<file path="src/rtl/usb_bit_stuffer_p.sv">
// USB bit stuffer (MODE=0) / unstuffer (MODE=1) with parametrised run length.
// Define USB_STUFF_ERR_EN to enable stuff_err pulses in unstuff mode.
module usb_bit_stuffer_p #(
  parameter int MAX_RUN = 6,
  parameter int CNT_W   = $clog2(MAX_RUN + 1),
  parameter int MODE    = 0
) (
  input  logic clk,
  input  logic rst_L,
  input  logic in_valid,
  input  logic bit_in,
  input  logic start,
  input  logic last,
  output logic stall,
  output logic out_valid,
  output logic bit_out,
  output logic out_start,
  output logic out_last,
  output logic stuff_err
);

  localparam logic [CNT_W-1:0] RUN_MAX = CNT_W'(MAX_RUN);
  localparam logic [CNT_W-1:0] CNT_ONE = CNT_W'(1);

  logic [CNT_W-1:0] run_cnt_q, run_cnt_d, run_nxt;
  logic             pend_last_q, pend_last_d;
  logic             out_valid_q, out_valid_d;
  logic             bit_out_q, bit_out_d;
  logic             out_start_q, out_start_d;
  logic             out_last_q, out_last_d;
  logic             err_q, err_d;
  logic             at_max, stuff_cyc, accept;

  assign at_max    = (run_cnt_q == RUN_MAX);
  assign stuff_cyc = (MODE == 0) && at_max;
  assign accept    = in_valid && !stuff_cyc;

  always_comb begin
    run_nxt = '0;
    if (start) begin
      run_nxt = {{(CNT_W-1){1'b0}}, bit_in};
    end else if (bit_in) begin
      run_nxt = at_max ? RUN_MAX : run_cnt_q + CNT_ONE;
    end
  end

  always_comb begin
    run_cnt_d   = run_cnt_q;
    pend_last_d = pend_last_q;
    out_valid_d = 1'b0;
    bit_out_d   = 1'b0;
    out_start_d = 1'b0;
    out_last_d  = 1'b0;
    err_d       = 1'b0;
    if (MODE == 0) begin
      if (stuff_cyc) begin
        out_valid_d = 1'b1;
        out_last_d  = pend_last_q;
        pend_last_d = 1'b0;
        run_cnt_d   = '0;
      end else if (accept) begin
        out_valid_d = 1'b1;
        bit_out_d   = bit_in;
        out_start_d = start;
        run_cnt_d   = run_nxt;
        // end marker moves onto the trailing stuff bit
        pend_last_d = last && (run_nxt == RUN_MAX);
        out_last_d  = last && (run_nxt != RUN_MAX);
      end
    end else begin
      pend_last_d = 1'b0;
      if (accept && at_max && !start) begin
        run_cnt_d  = '0;
        out_last_d = last;
`ifdef USB_STUFF_ERR_EN
        err_d      = bit_in;
`endif
      end else if (accept) begin
        out_valid_d = 1'b1;
        bit_out_d   = bit_in;
        out_start_d = start;
        out_last_d  = last;
        run_cnt_d   = run_nxt;
      end
    end
  end

  always_ff @(posedge clk or posedge rst_L) begin
    if (rst_L) begin
      run_cnt_q   <= '0;
      pend_last_q <= 1'b0;
      out_valid_q <= 1'b0;
      bit_out_q   <= 1'b0;
      out_start_q <= 1'b0;
      out_last_q  <= 1'b0;
      err_q       <= 1'b0;
    end else begin
      run_cnt_q   <= run_cnt_d;
      pend_last_q <= pend_last_d;
      out_valid_q <= out_valid_d;
      bit_out_q   <= bit_out_d;
      out_start_q <= out_start_d;
      out_last_q  <= out_last_d;
      err_q       <= err_d;
    end
  end

  assign stall     = stuff_cyc;
  assign out_valid = out_valid_q;
  assign bit_out   = bit_out_q;
  assign out_start = out_start_q;
  assign out_last  = out_last_q;
  assign stuff_err = err_q;

endmodule

</file>
<file path="config.mk">
export PLATFORM = sky130hd
export DESIGN_NAME = usb_bit_stuffer_p
export DESIGN_NICKNAME = d
export VERILOG_FILES = /design/src/rtl/usb_bit_stuffer_p.sv
export SDC_FILE = /design/constraint.sdc
export NUM_CORES = 1
export LEC_CHECK = 0
export CAP_MARGIN = 20
export CORE_AREA = 2 2 39 41
export CTS_CLUSTER_SIZE = 20
export DETAILED_ROUTE_END_ITERATION = 10
export DIE_AREA = 0 0 41 43
export GPL_TIMING_DRIVEN = 0
export PLACE_DENSITY = 0.55
export REMOVE_ABC_BUFFERS = 1
export SYNTH_ARGS = -nofsm -noshare
export SYNTH_HDL_FRONTEND = slang
export SYNTH_SLANG_ARGS = --single-unit
</file>
<file path="constraint.sdc">
create_clock -name clk -period 2.1 [get_ports clk]
set_input_delay 0.315 -clock clk [delete_from_list [all_inputs] [get_ports clk]]
set_output_delay 0.315 -clock clk [all_outputs]
set_load 0.01 [all_outputs]
</file>
==> impl_metrics.yaml <==
placement:
  numPortBuffers: 10
  dpl.hpwl_um: 543.1
  place_ws_ns: 0.2700
  dp_cells: 63
  gp_congestion: 0.7524
floorplanning:
  core-area_sq_um: 1384
  die_x_um: 41
  pin_count: 12
  die_area_sq_um: 1763
  die_y_um: 43
  initial_core_util_pct: 29.57
  num_rows: 14
clocking:
  cts_tree: "built"
  h-tree-depth: 1
  cts.sinks: 8
  clk_path_buf_depth: 2
  clk_latency_ns: 0.25
  root_buffer: "clkbuf_4"
  numCtsBuffers: 3
  path_clk_slew_ns: 0.06
  cts_hold_buf: 0
synthesis:
  synthDistinctLibCells: 21
  ys_ff_latch: 8
  syn-instance-count: 39
  yosysSeqAreaShare_pct: 48.93
  synth_warnings: 0
  synth.avg_cell_area_sq_um: 10.49
  syn-cell-area_sq_um: 409.1
drt:
  wl_met3_um: 70
  wl_met2_um: 308
  postRouteAntennaNets: 0
  detail_route.wl_per_cell_um: 11.02
  drt_first_pass_iters: 4
  highest_layer: "met3"
  dr.first_iter.drc_count: 4
  via_per_inst: 4.712
  detail_route.wirelength_um: 727
  drc: 0
  route.layer.met1.wl_um: 348
  vias: 311
global_route:
  grt_pass1_wl_um: 1097
  grt_pass1_vias: 250
  grt_overflow: 0
  grt_max_degree: 12
  grt_usage_pct: 9.889
  antenna_found_initial: 0
worst_hold_path:
  hold_path.class: "input pin to asynchronous set/reset pin"
pwr:
  p_int_uw: 253.5
  clockPowerShare_pct: 35.2
  switching_share_pct: 23.17
  switchingPower_uw: 76.44
  power.total_uw: 329.9
  p_per_area_nw_per_um2: 611.7
  leakagePower_nw: 0.2601
  pwr-share-seq_pct: 50.5
  ir_drop_mv: 0.4975
  combPwrFrac_pct: 14.3
layout:
  fin_nets: 60
  diodes: 0
  final_util_pct: 38.97
  layout_common_cells: "clkdlybuf4s50_1, dfrtp_1, nand2b_1, clkbuf_4"
  syn_to_final_growth_pct: 31.80
  drive_gt1_share_pct: 14.00
  instances_no_fill: 66
  layout_commonest_cell: "clkdlybuf4s50_1"
worst_setup_path:
  critPathLaunchType: "flop"
  endpoint_kind: "primary output"
  critPathKind: "flop to primary output"
  path_cells: "inv_1 > ha_1 > nand2_2 > inv_2 > dlymetal6s2s_1"
  worst_ep_required_time_ns: 1.78
  rr_startpoint: "run_cnt_q[0]"
  worstPathMaxFanout: 7
  critPathMaxStageDelay_ns: 0.41
  crit_arrival_ns: 1.33
  cp-startpoint: "run_cnt_q[0]"
  slowest_stage: "dfrtp_1"
timing:
  period_share_pct: 78.56
  fin_skew_ns: 0.003929
  rsz0062_at_grt: "no"
  drv_slew: 0
  post-route-min-period_ns: 1.650
  hold_violations: 0
  max_freq_ghz: 0.6062
  fin_ws_ns: 0.4503
  fin_setup_tns_ns: 0
  setup_violations: 0
flow_run:
  drv_cap: 0
status:
  status: "completed"
## Yosys cell counts (all sizes together)
cell / instances / area, sq um
dfrtp: 8 / 200.2
inv: 3 / 11.26
nand2: 3 / 13.77
nand2b: 3 / 18.77
a21oi: 2 / 10.01
and3: 2 / 13.77
buf: 2 / 15.01
ha: 2 / 25.02
nand3: 2 / 10.01
nand3b: 2 / 15.01
o211ai: 2 / 15.01
a2bb2oi: 1 / 8.760
conb: 1 / 3.750
mux2i: 1 / 10.01
nor2: 1 / 3.750
nor2b: 1 / 6.260
nor3b: 1 / 12.51
o2111ai: 1 / 8.760
o31ai: 1 / 7.510
## layout make-up
type / count / area (sq um)
well taps: 16 / 20.02
fillers: 138 / 844.6
inverters: 3 / 11.26
clock buffers: 3 / 22.52
flip-flops and latches: 8 / 200.2
multi-input cells: 26 / 182.7
repair buffers: 10 / 102.6
## sequential cells by signal (all words and copies together), names as in the netlist
| signal | count |
|---|---|
| pend_last_q | 1 |
| run_cnt_q | 3 |
| out_start | 1 |
| out_last | 1 |
| out_valid | 1 |
| bit_out | 1 |
## what timing repair did
item	in CTS	in global routing
setup endpoints to repair	1	1
gates resized for setup	1	1
buffers inserted	0	0
## metal layers
metal	vias to the layer above	GRT usage (%)
li1	159	-
met1	140	12.42
met2	12	12.19
met3	0	9.424
met4	0	2.000
met5	-	0
## power by group through the flow
stage	clock network (mW)	logic, mW	registers (mW)
2_1_floorplan	0	0.0214	0.171
3_3_place_gp	0	0.0479	0.169
3_5_place_dp	0	0.0478	0.169
4_1_cts	0.122	0.0481	0.167
5_1_grt	0.131	0.0528	0.167
6_report	0.116	0.0471	0.167
## kinds of logic (layout without fill, tap and decap cells)
kind of cell	after synthesis	in the layout	share of synthesized area, %
and+or+nand+nor	15	15	22.94
adders and majority gates	2	2	6.115
DFF	8	8	48.93
muxes	1	1	2.447
AOI/OAI and AO/OA	7	7	12.23
other	1	1	0.9166
buffers and inverters	5	16	6.421
## critical path: cells and delay by family, from the launching register on
family / cells / cell delay (ns)
DFF: 1 / 0.41
and+or+nand+nor: 1 / 0.11
adders and majority gates: 1 / 0.17
buffers and inverters: 3 / 0.39
## final timing paths
| check | slack [ns] | depth (start not counted) | to |
|---|---|---|---|
| setup / recovery | 0.45 | 5 | stall |
| setup reg to reg | 0.66 | 5 | pend_last_q |
| min in group clk | 0.52 | 2 | pend_last_q |
| hold / removal | 0.31 | 2 | out_valid |
| hold reg to reg | 0.52 | 2 | pend_last_q |
| max in group asynchronous | 1.56 | 2 | out_start |
## through the flow
step           hold slack, ns  area, sq um
2_1_floorplan          0.1307        394.1
3_3_place_gp           0.5114        514.2
3_5_place_dp           0.5143        514.2
4_1_cts                0.3169        536.8
5_1_grt                0.3421        539.3
6_report               0.3077        539.3
Power figures use the tool's default switching activity.
